===== src/rtl/icache_axi_rd_bridge.sv =====
// Icache refill / uncached-fetch responder: splits one word-granular read request
// into AXI INCR bursts of at most MAX_BURST beats and streams the words back in order.
module icache_axi_rd_bridge #(
    parameter logic [3:0]  AXI_ID    = 4'd0,
    parameter int unsigned MAX_BURST = 16,
    parameter int unsigned ADDR_W    = 32
) (
    input  logic              clk,
    input  logic              rst_n,
    input  logic              flush_i,
    input  logic              req_valid_i,
    input  logic [ADDR_W-1:0] req_addr_i,
    input  logic [7:0]        req_len_i,
    output logic              req_ready_o,
    output logic              rdata_valid_o,
    output logic [31:0]       rdata_o,
    output logic              rerr_o,
    output logic              busy_o,
    output logic              arvalid_o,
    input  logic              arready_i,
    output logic [ADDR_W-1:0] araddr_o,
    output logic [7:0]        arlen_o,
    output logic [2:0]        arsize_o,
    output logic [1:0]        arburst_o,
    output logic [3:0]        arid_o,
    input  logic              rvalid_i,
    output logic              rready_o,
    input  logic [31:0]       rdata_i,
    input  logic [1:0]        rresp_i,
    input  logic              rlast_i,
    input  logic [3:0]        rid_i
);

    typedef enum logic [1:0] {S_IDLE, S_AR, S_R, S_DRAIN} state_t;

    state_t            r_state;
    state_t            w_next;
    logic [ADDR_W-1:0] r_addr;
    logic [7:0]        r_rem;
    logic [7:0]        r_beats;
    logic [7:0]        r_cnt;
    logic              r_first;
    logic              r_abort;
    logic              r_len0_ack;
    logic              r_rdata_valid;
    logic [31:0]       r_rdata;
    logic              r_rerr;

    logic              w_ar_hs;
    logic              w_beat;
    logic              w_counted;
    logic              w_abort;
    logic [7:0]        w_burst;
    logic [7:0]        w_rem_nxt;

    assign w_ar_hs   = (r_state == S_AR) && arready_i;
    assign w_beat    = rvalid_i && (rid_i == AXI_ID);
    // Beats past the expected count (late rlast) are consumed but neither counted nor forwarded.
    assign w_counted = w_beat && (r_cnt < r_beats);
    assign w_abort   = flush_i || r_abort;
    assign w_burst   = (r_rem > 8'(MAX_BURST)) ? 8'(MAX_BURST) : r_rem;
    assign w_rem_nxt = w_counted ? r_rem - 8'd1 : r_rem;

    always_comb begin
        w_next = r_state;
        case (r_state)
            S_IDLE: begin
                if (req_valid_i && !flush_i && (req_len_i != 8'd0))
                    w_next = S_AR;
            end
            S_AR: begin
                if (arready_i)
                    w_next = w_abort ? S_DRAIN : S_R;
            end
            S_R: begin
                if (w_beat && rlast_i)
                    w_next = (flush_i || (w_rem_nxt == 8'd0)) ? S_IDLE : S_AR;
                else if (flush_i)
                    w_next = S_DRAIN;
            end
            S_DRAIN: begin
                if (w_beat && rlast_i)
                    w_next = S_IDLE;
            end
            default: w_next = S_IDLE;
        endcase
    end

    always_ff @(posedge clk) begin
        if (!rst_n) begin
            r_state       <= S_IDLE;
            r_addr        <= '0;
            r_rem         <= '0;
            r_beats       <= '0;
            r_cnt         <= '0;
            r_first       <= 1'b0;
            r_abort       <= 1'b0;
            r_len0_ack    <= 1'b0;
            r_rdata_valid <= 1'b0;
            r_rdata       <= '0;
            r_rerr        <= 1'b0;
        end else begin
            r_state       <= w_next;
            r_len0_ack    <= 1'b0;
            r_rdata_valid <= 1'b0;
            case (r_state)
                S_IDLE: begin
                    if (req_valid_i && !flush_i) begin
                        r_addr     <= req_addr_i;
                        r_rem      <= req_len_i;
                        r_rerr     <= 1'b0;
                        r_first    <= 1'b1;
                        r_abort    <= 1'b0;
                        r_len0_ack <= (req_len_i == 8'd0);
                    end
                end
                S_AR: begin
                    // arvalid is already up in AR, so a flush must wait for the handshake.
                    if (flush_i)
                        r_abort <= 1'b1;
                    if (arready_i) begin
                        r_beats <= w_burst;
                        r_cnt   <= '0;
                        r_first <= 1'b0;
                    end
                end
                S_R: begin
                    if (w_counted) begin
                        r_rem  <= r_rem - 8'd1;
                        r_addr <= r_addr + ADDR_W'(4);
                        r_cnt  <= r_cnt + 8'd1;
                        r_rerr <= r_rerr | (rresp_i != 2'b00);
                        if (!flush_i) begin
                            r_rdata_valid <= 1'b1;
                            r_rdata       <= rdata_i;
                        end
                    end
                end
                default: ;
            endcase
        end
    end

    assign req_ready_o   = r_len0_ack || (w_ar_hs && r_first && !w_abort);
    assign rdata_valid_o = r_rdata_valid;
    assign rdata_o       = r_rdata;
    assign rerr_o        = r_rerr;
    assign busy_o        = (r_state != S_IDLE);
    assign arvalid_o     = (r_state == S_AR);
    assign araddr_o      = (r_state == S_AR) ? r_addr : '0;
    assign arlen_o       = (r_state == S_AR) ? (w_burst - 8'd1) : '0;
    assign arsize_o      = 3'b010;
    assign arburst_o     = 2'b01;
    assign arid_o        = AXI_ID;
    assign rready_o      = (r_state == S_R) || (r_state == S_DRAIN);

endmodule


===== config.mk =====
export PLATFORM = sky130hd
export DESIGN_NAME = icache_axi_rd_bridge
export DESIGN_NICKNAME = d
export VERILOG_FILES = /design/src/rtl/icache_axi_rd_bridge.sv
export SDC_FILE = /design/constraint.sdc
export NUM_CORES = 1
export LEC_CHECK = 0
export ABC_AREA = 1
export BUFFER_PORTS_ARGS = -buffer_cell sky130_fd_sc_hd__buf_2
export CORE_UTILIZATION = 40
export DETAILED_ROUTE_END_ITERATION = 16
export PLACE_DENSITY = 0.65
export RECOVER_POWER = 100
export SYNTH_ARGS = -nofsm -noshare
export SYNTH_HDL_FRONTEND = slang
export SYNTH_SLANG_ARGS = --single-unit

===== constraint.sdc =====
create_clock -name clk -period 2.5 [get_ports clk]
set_input_delay 0.125 -clock clk [delete_from_list [all_inputs] [get_ports clk]]
set_output_delay 0.125 -clock clk [all_outputs]
set_load 0.01 [all_outputs]

# Word level (Yosys, flattened, before mapping)

Cells that the tools add are included.
Widths: inputs -> output; s select.

Word-level logic and storage cells: 92
Input port bits: 85
Register bits: 95
Output and inout bits: 87

Bitwise gates (word level): 2
Equal/unequal tests: 10
Magnitude comparators: 2
Add/subtract/negate cells: 4
Reduce and logical (&&, ||, !) cells: 34
Muxes and demuxes: 29

Operators by type and width:

| cell                  | number |
|---|---|
| $mux 32               | 3 |
| $pmux 32 s2           | 1 |
| $mux 8                | 6 |
| $add 32x3->32 const B | 1 |
| $pmux 8 s2            | 2 |
| $reduce_and 3->1      | 7 |
| $logic_not 8->1       | 2 |
| $sub 8x1->8 const B   | 2 |
| $mux 2                | 5 |
| $ne 2x2->1 const B    | 5 |
| $reduce_bool 2->1     | 5 |
| $add 8x1->8 const B   | 1 |
| $gt 8x5->1 const B    | 1 |
| $logic_and 1x1->1     | 8 |
| $lt 8x8->1            | 1 |
| $mux 1                | 8 |
| $pmux 2 s4            | 1 |
| $reduce_bool 8->1     | 1 |
| $pmux 1 s2            | 3 |
| $eq 2x2->1 const B    | 2 |
| $logic_not 4->1       | 1 |
| $logic_or 1x1->1      | 4 |
| $reduce_and 2->1      | 2 |
| $reduce_and 4->1      | 1 |
| other kinds (7)       | 8 |

# Longest topological paths before layout

Gate-level depths: netlist (run 1).

Depth in word-level cells: 9
Depth in mapped cells: 16

# Worst setup path before layout (run 1)

No wires, ideal clock.

Kind: register to output
From: register r_rem[0]
To: output arlen_o[4]
Buffers on the path: 0
Stages on the path, launching flop included: 8
Setup slack: 594 ps
Required time: 2375 ps
Arrival time: 1781 ps
Path through: dfxtp_1 -> inv_1 -> ha_1 -> nand2_1 -> a21oi_1 -> nand2_1 -> ha_1 -> o31ai_1

Longest elaborated chain between the ends: 4

Ends and longest elaborated chain:

| element                | RTL line | text |
|---|---|---|
| from (decl)            | 39       | `logic [7:0] r_rem;` |
| from (signal assigned) | 110      | `r_rem <= req_len_i;` |
| from (signal assigned) | 129      | `r_rem <= r_rem - 8'd1;` |
| $gt 8x5->1             | 61       | `assign w_burst = (r_rem > 8'(MAX_BURST)) ? 8'(MAX_BURST) : r_rem;` |
| $mux 8 (*)             | 61       |  |
| $sub 8x1->8 (*)        | 151      | `assign arlen_o = (r_state == S_AR) ? (w_burst - 8'd1) : '0;` |
| $mux 8 (*)             | 151      |  |
| to (decl)              | 22       | `output logic [7:0] arlen_o,` |

Mark *: on every way between the ends. The rest lies on a longest branch, timed or not.

# Worst setup path in the final report (run 1)

From: register r_rem[3]
To: output arlen_o[4]

Same word-level chain as after synthesis.

==> reports/metrics.yaml, run 1 <==
status: "completed"
final-seq-area_sq_um: 1900
drc_errors: 0
dp.cells: 1150
synth-seq-area-share: 0.350
drive_gt1_frac: 0.138
clk_pin_slew_ns: 0.07
port_buffers: 162
grt_max_degree: 37
dp_hpwl_microns: 12000
die_x_microns: 119
yosys.area.top_type_share: 0.350
p_leak_uw: 0.00274
internal-power_uw: 2960
vias_per_cell: 5.05
cp-end-kind: "primary output"
nFillCells: 1469
drt_iter0_drc: 472
clk_latency_ns: 0.36
cp.required_ns: 2.38
clock.fmax_mhz: 432
drv_cap: 0
vdd_drop_max_mv: 0.537
setup_slack_ns: 0.185
hold_viol: 0
syn_to_final_growth_pct: 21.1
cts_tree: "yes"
wl_per_cell_microns: 13.7
yosysWarnings: 0
gp_congestion: 0.961
ys_top_cells_by_area: "dfxtp_1 35%, nor2_1 12%, nand2_1 11%, inv_1 6.2%, o21ai_0 6.0%"
synth_area_sq_um: 5440
final_nets: 1084
drtPass1Iterations: 5
dieArea_sq_um: 14100
fin_crit_ns: 2.31
start_util: 0.411
track_usage: 0.235
critPathMaxFanout: 6
drt_wl_total_microns: 16100
insertedDiodeCount: 0
switching_share: 0.395
multi_input_area_sq_um: 2960
powerDensity_nw_per_um2: 743
ys_ff_latch: 95
antenna_found_initial: 0
maxSlewViolCount: 0
cts-buffers-inserted: 9
grt_pass1_vias: 5465
tns_ns: 0
ctsHtreeMaxLevel: 3
p_clk_frac: 0.297
period_share: 0.926
arrival_ns: 2.19
ant_nets: 0
seqPwrFrac: 0.372
ioPinCount: 172
power_switching_uw: 1930
cts_buffer_depth: 2
dp_slack_ns: 0.284
avgSynthCellArea_sq_um: 6.50
netlist_instances: 837
yosysTopAreaCell: "dfxtp_1"
fin_worst_skew_ns: 0.0101
row_count: 42
coreArea_sq_um: 13200
max-slew-margin-rel: 0.529
setup_viol: 0
grt_pass1_wl_microns: 26500
clock_sinks: 95
num_vias: 5906
path_class: "reg -> out"
synth_cell_types: 44
crit_path_start_kind: "register"
dieHeight_microns: 119
fin_cells: 1169
hp-class: "in -> reg"
grt-ovfl-total: 0
worst_pin_slew_ns: 0.700
rsz0062_at_grt: "no"
clockRootBuffer: "clkbuf_16"
combPwrFrac: 0.331
-- placed cells by master (no fill, tap or decap), types with 3 or more instances in the layout --
cell	instances
a211oi_1	3
a21oi_1	38
a311oi_1	5
a31oi_1	11
buf_2	88
buf_4	9
clkbuf_1	73
clkbuf_16	9
clkbuf_2	3
conb_1	9
dfxtp_1	95
dlygate4sd3_1	3
ha_1	10
inv_1	90
inv_2	4
inv_6	4
nand2_1	159
nand3_1	28
nand4_1	16
nor2_1	182
nor3_1	15
nor4_1	7
o21a_1	4
o21ai_0	69
o22ai_1	11
xor2_1	18
-- worst paths after layout --
kind	end	slack, ns	from	cells past startpoint
setup / recovery	arlen_o[4]	0.19	r_rem[3]$_SDFFE_PN0P_	7
hold / removal	rdata_o[2]$_SDFFE_PN0P_	0.01	rdata_i[2]	3
setup reg to reg	rdata_o[17]$_SDFFE_PN0P_	0.33	r_beats[7]$_SDFFE_PN0P_	11
hold reg to reg	r_beats[7]$_SDFFE_PN0P_	0.44	r_beats[7]$_SDFFE_PN0P_	2
-- layer usage --
metal	global-route usage	routed length, microns	vias to the layer above
met5	0	0	-
met4	0.0775	310	0
met3	0.0652	1450	28
met2	0.364	6940	242
met1	0.314	7350	2640
li1	-	-	2996
-- cells in the mapped netlist, drive strengths merged --
master    n
nor4      7
nor3b     2
nor2    186
a31oi    11
xnor2     1
a311oi    6
o21a      4
nand3    30
a22oi     1
a211oi    4
nand4    16
xor2     18
o22ai    11
o211ai    2
ha       11
buf      27
clkinv    1
o31ai     1
a31o      1
conb      2
nand2   161
dfxtp    95
inv      97
nor3     16
a21oi    39
o21ai    70
clkbuf   16
a221oi    1
-- power groups by stage --
| stage | logic (uW) | registers [uW] | clock network [uW] |
|---|---|---|---|
| floorplan | 1180 | 1800 | 0 |
| global placement | 1640 | 1850 | 0 |
| detailed placement | 1630 | 1850 | 0 |
| CTS | 1650 | 1810 | 1490 |
| global route | 1820 | 1840 | 1550 |
| finish | 1620 | 1820 | 1450 |
-- what timing repair did --
action / 4_1_cts / 5_1_grt
setup buffers: 0 / 0
resized for setup: 1 / 3
gates cloned: 0 / 0
endpoints found under the setup margin: 2 / 3
hold buffers: 3 / 0
endpoints found under the hold margin: 3 / 0
-- cells by family after synthesis --
logic type | after synthesis | synth area share
and+or+nand+nor | 418 | 0.325
AOI/OAI and AO/OA | 151 | 0.157
buffers and inverters | 141 | 0.111
DFF | 95 | 0.350
xor gates and xnor gates | 19 | 0.0306
adders and majority gates | 11 | 0.0253
other | 2 | 0.00138
-- critical path: stages, from the launching register on --
cell      delay [ns]
dfxtp_1         0.38
nor2_1          0.24
nand2_1         0.17
a21oi_4         0.21
nand2_1         0.12
ha_1            0.25
o31ai_1         0.27
clkbuf_1        0.18
-- flip-flops by register name (all words and copies together), names as in the netlist, 2 cells and up --
register / flops
r_addr: 32
r_beats: 8
r_cnt: 8
r_rem: 8
r_state: 2
rdata_o: 32
-- metrics by stage --
stage | utilization | hold slack, ns | total power (uW) | instance area [sq um]
2_1_floorplan | - | 0.264 | 2980 | 5460
3_3_place_gp | 0.479 | 0.353 | 3490 | 6350
3_5_place_dp | 0.479 | 0.357 | 3480 | 6350
4_1_cts | 0.505 | 0.00375 | 4950 | 6680
5_1_grt | 0.497 | 0.0265 | 5210 | 6590
6_report | 0.497 | 0.0128 | 4900 | 6590
-- cell type report --
type / instances / area share
clock buffers: 9 / 0.0342
clock inverters: 7 / 0.0118
inverters: 98 / 0.0568
multi-input cells: 608 / 0.449
flip-flops and latches: 95 / 0.289
well taps: 176 / 0.0334
repair buffers: 176 / 0.126
(Power assumes the default switching activity.)
==> run 2, diff against run 1 <==
Settings changed: RECOVER_POWER 100 to 25.
==> run 2 against run 1 <==
- critical path depth did not move
- fmax increased by 0.56%
- die area did not move
- utilization rose by 0.45 points
- clock-buffer cell count is the same
- critical path type unchanged
- critical endpoint unchanged
- highest routed layer unchanged
==> reports/metrics.yaml, run 2 (synthesis results as in run 1) <==
status: "completed"
track_usage: 0.235  # unchanged
post_cts_buffers: 0  # unchanged
worstSetupStartpoint: "r_rem[3]$_SDFFE_PN0P_"
hp-class: "in -> reg"
grt_pass1_wl_microns: 26500  # unchanged
rrSetupSlack_ns: 0.31  # -0.02 ns
max-slew-margin-rel: 0.517  # -0.0117
coreArea_sq_um: 13200  # unchanged
tns_ns: 0  # unchanged
drive_gt1_frac: 0.177  # +0.0393
rr_worst_depth: 11  # unchanged
cts_buffer_depth: 2  # unchanged
gp_congestion: 0.961  # unchanged
hold-worst-slack_ns: 0.0144  # +0.00157 ns
ctsHtreeMaxLevel: 3  # unchanged
drt_wl_total_microns: 16000  # -0.24%
final-seq-area_sq_um: 1900  # unchanged
worst_pin_slew_ns: 0.717  # +0.0174 ns
clock.fmax_mhz: 434  # +0.56%
grt-ovfl-total: 0  # unchanged
drt_iter0_drc: 426  # -9.7%
dp.cells: 1150  # unchanged
maxSlewViolCount: 0  # unchanged
insertedDiodeCount: 0  # unchanged
drc_errors: 0  # unchanged
crit_path_start_kind: "register"
fin_crit_ns: 2.30  # -0.0128 ns
syn_to_final_growth_pct: 22.2
port_buffers: 162  # unchanged
period_share: 0.921  # -0.00512
setup_viol: 0  # unchanged
vdd_drop_max_mv: 0.537  # +0.13%
p_leak_uw: 0.00291  # +6.0%
clock_sinks: 95  # unchanged
clk_pin_slew_ns: 0.07  # about the same
drtPass1Iterations: 5  # unchanged
layout_commonest_cell: "nor2_1"
wl_per_cell_microns: 13.7  # -0.24%
final_nets: 1084  # unchanged
arrival_ns: 2.18  # about the same
die_x_microns: 119  # unchanged
cp.required_ns: 2.38  # about the same
drv_cap: 0  # unchanged
fin_cells: 1169  # unchanged
ioPinCount: 172  # unchanged
ant_nets: 0  # unchanged
antenna_found_initial: 0  # unchanged
start_util: 0.411  # unchanged
row_count: 42  # unchanged
path_class: "reg -> out"
hold_viol: 0  # unchanged
dieArea_sq_um: 14100  # unchanged
vias_per_cell: 5.05  # -0.10%
powerDensity_nw_per_um2: 740  # -0.51%
grt_pass1_vias: 5465  # unchanged
dieHeight_microns: 119  # unchanged
critPathMaxFanout: 6  # unchanged
clk_latency_ns: 0.36  # about the same
grt_max_degree: 37  # unchanged
crit_end: "arlen_o[4]"
final_cell_mix: "182 x nor2_1, 158 x nand2_1, 127 x buf_2"
post-route-util: 0.502  # +0.00454
r2r-start: "r_beats[7]$_SDFFE_PN0P_"
clockRootBuffer: "clkbuf_16"
rsz0062_at_grt: "no"
cts-buffers-inserted: 9  # unchanged
dp_hpwl_microns: 12000  # unchanged
nFillCells: 1444  # -1.7%
cp-end-kind: "primary output"
r2r_end: "rdata_o[17]$_SDFFE_PN0P_"
num_vias: 5900  # -0.10%
fin_worst_skew_ns: 0.0114  # +0.00131 ns
cts_tree: "yes"
multi_input_area_sq_um: 2970  # +0.25%
==> run 2: changes by cell type in the layout (fill, tap and decap cells not counted), sizes merged <==
cell,previous run,this run
buf,97,138
clkbuf,85,44
==> run 2: how the worst min path moves through the flow <==
| stage | from | endpoint | slack (ns) | cells past startpoint |
|---|---|---|---|---|
| 4_1_cts | rdata_i[2] | rdata_o[2]$_SDFFE_PN0P_ | 0.004 | 3 |
| 6_report | rdata_i[27] | rdata_o[27]$_SDFFE_PN0P_ | 0.01 | 3 |
| 3_3_place_gp | req_addr_i[1] | r_addr[1]$_SDFFE_PN0P_ | 0.35 | 3 |
| 5_1_grt | rdata_i[3] | rdata_o[3]$_SDFFE_PN0P_ | 0.03 | 3 |
| 2_1_floorplan | req_addr_i[0] | r_addr[0]$_SDFFE_PN0P_ | 0.26 | 2 |
| 3_5_place_dp | req_addr_i[0] | r_addr[0]$_SDFFE_PN0P_ | 0.36 | 3 |
==> run 2: stage by stage <==
step                cell area (sq um)  total power (uW)  setup WS, ns
floorplan                        5460              2980         0.594
global placement                 6350              3490         0.347
detailed placement               6350              3480         0.284
CTS                              6680              4950        0.0478
global route                     6650              5240        0.0348
finish                           6650              4920         0.198
==> run 2: final cells by class <==
cell class,count,share of cell area
Sequential cell,95,0.286
Clock buffer,9,0.0339
Multi-Input combinational cell,608,0.446
Clock inverter,7,0.0117
Timing Repair Buffer,176,0.132
Inverter,98,0.0563
Tap cell,176,0.0331
==> run 2: routing by layer <==
layer / GRT usage / part of all wire / vias to the layer above
li1: - / - / 2994
met1: 0.314 / 0.46 / 2640
met2: 0.364 / 0.43 / 239
met3: 0.0652 / 0.089 / 27
met4: 0.0775 / 0.019 / 0
met5: 0 / 0 / -
==> run 2: worst max-delay path: stages, from the launching register on <==
cell and delay (ns):
dfxtp_1 0.37, nor2_1 0.25, nand2_1 0.17, a21oi_4 0.21, nand2_1 0.12, ha_1 0.25, o31ai_1 0.27, buf_2 0.17
==> run 2: timing repair <==
| item | in CTS | in global routing |
|---|---|---|
| hold endpoints to repair | 3 | 0 |
| hold buffers | 3 | 0 |
| endpoints found under the setup margin | 2 | 3 |
| gates resized for setup | 1 | 3 |
==> run 2: power by group <==
part	internal (uW)	switching, uW
clock	789	662
sequential	1650	167
combinational	548	1100
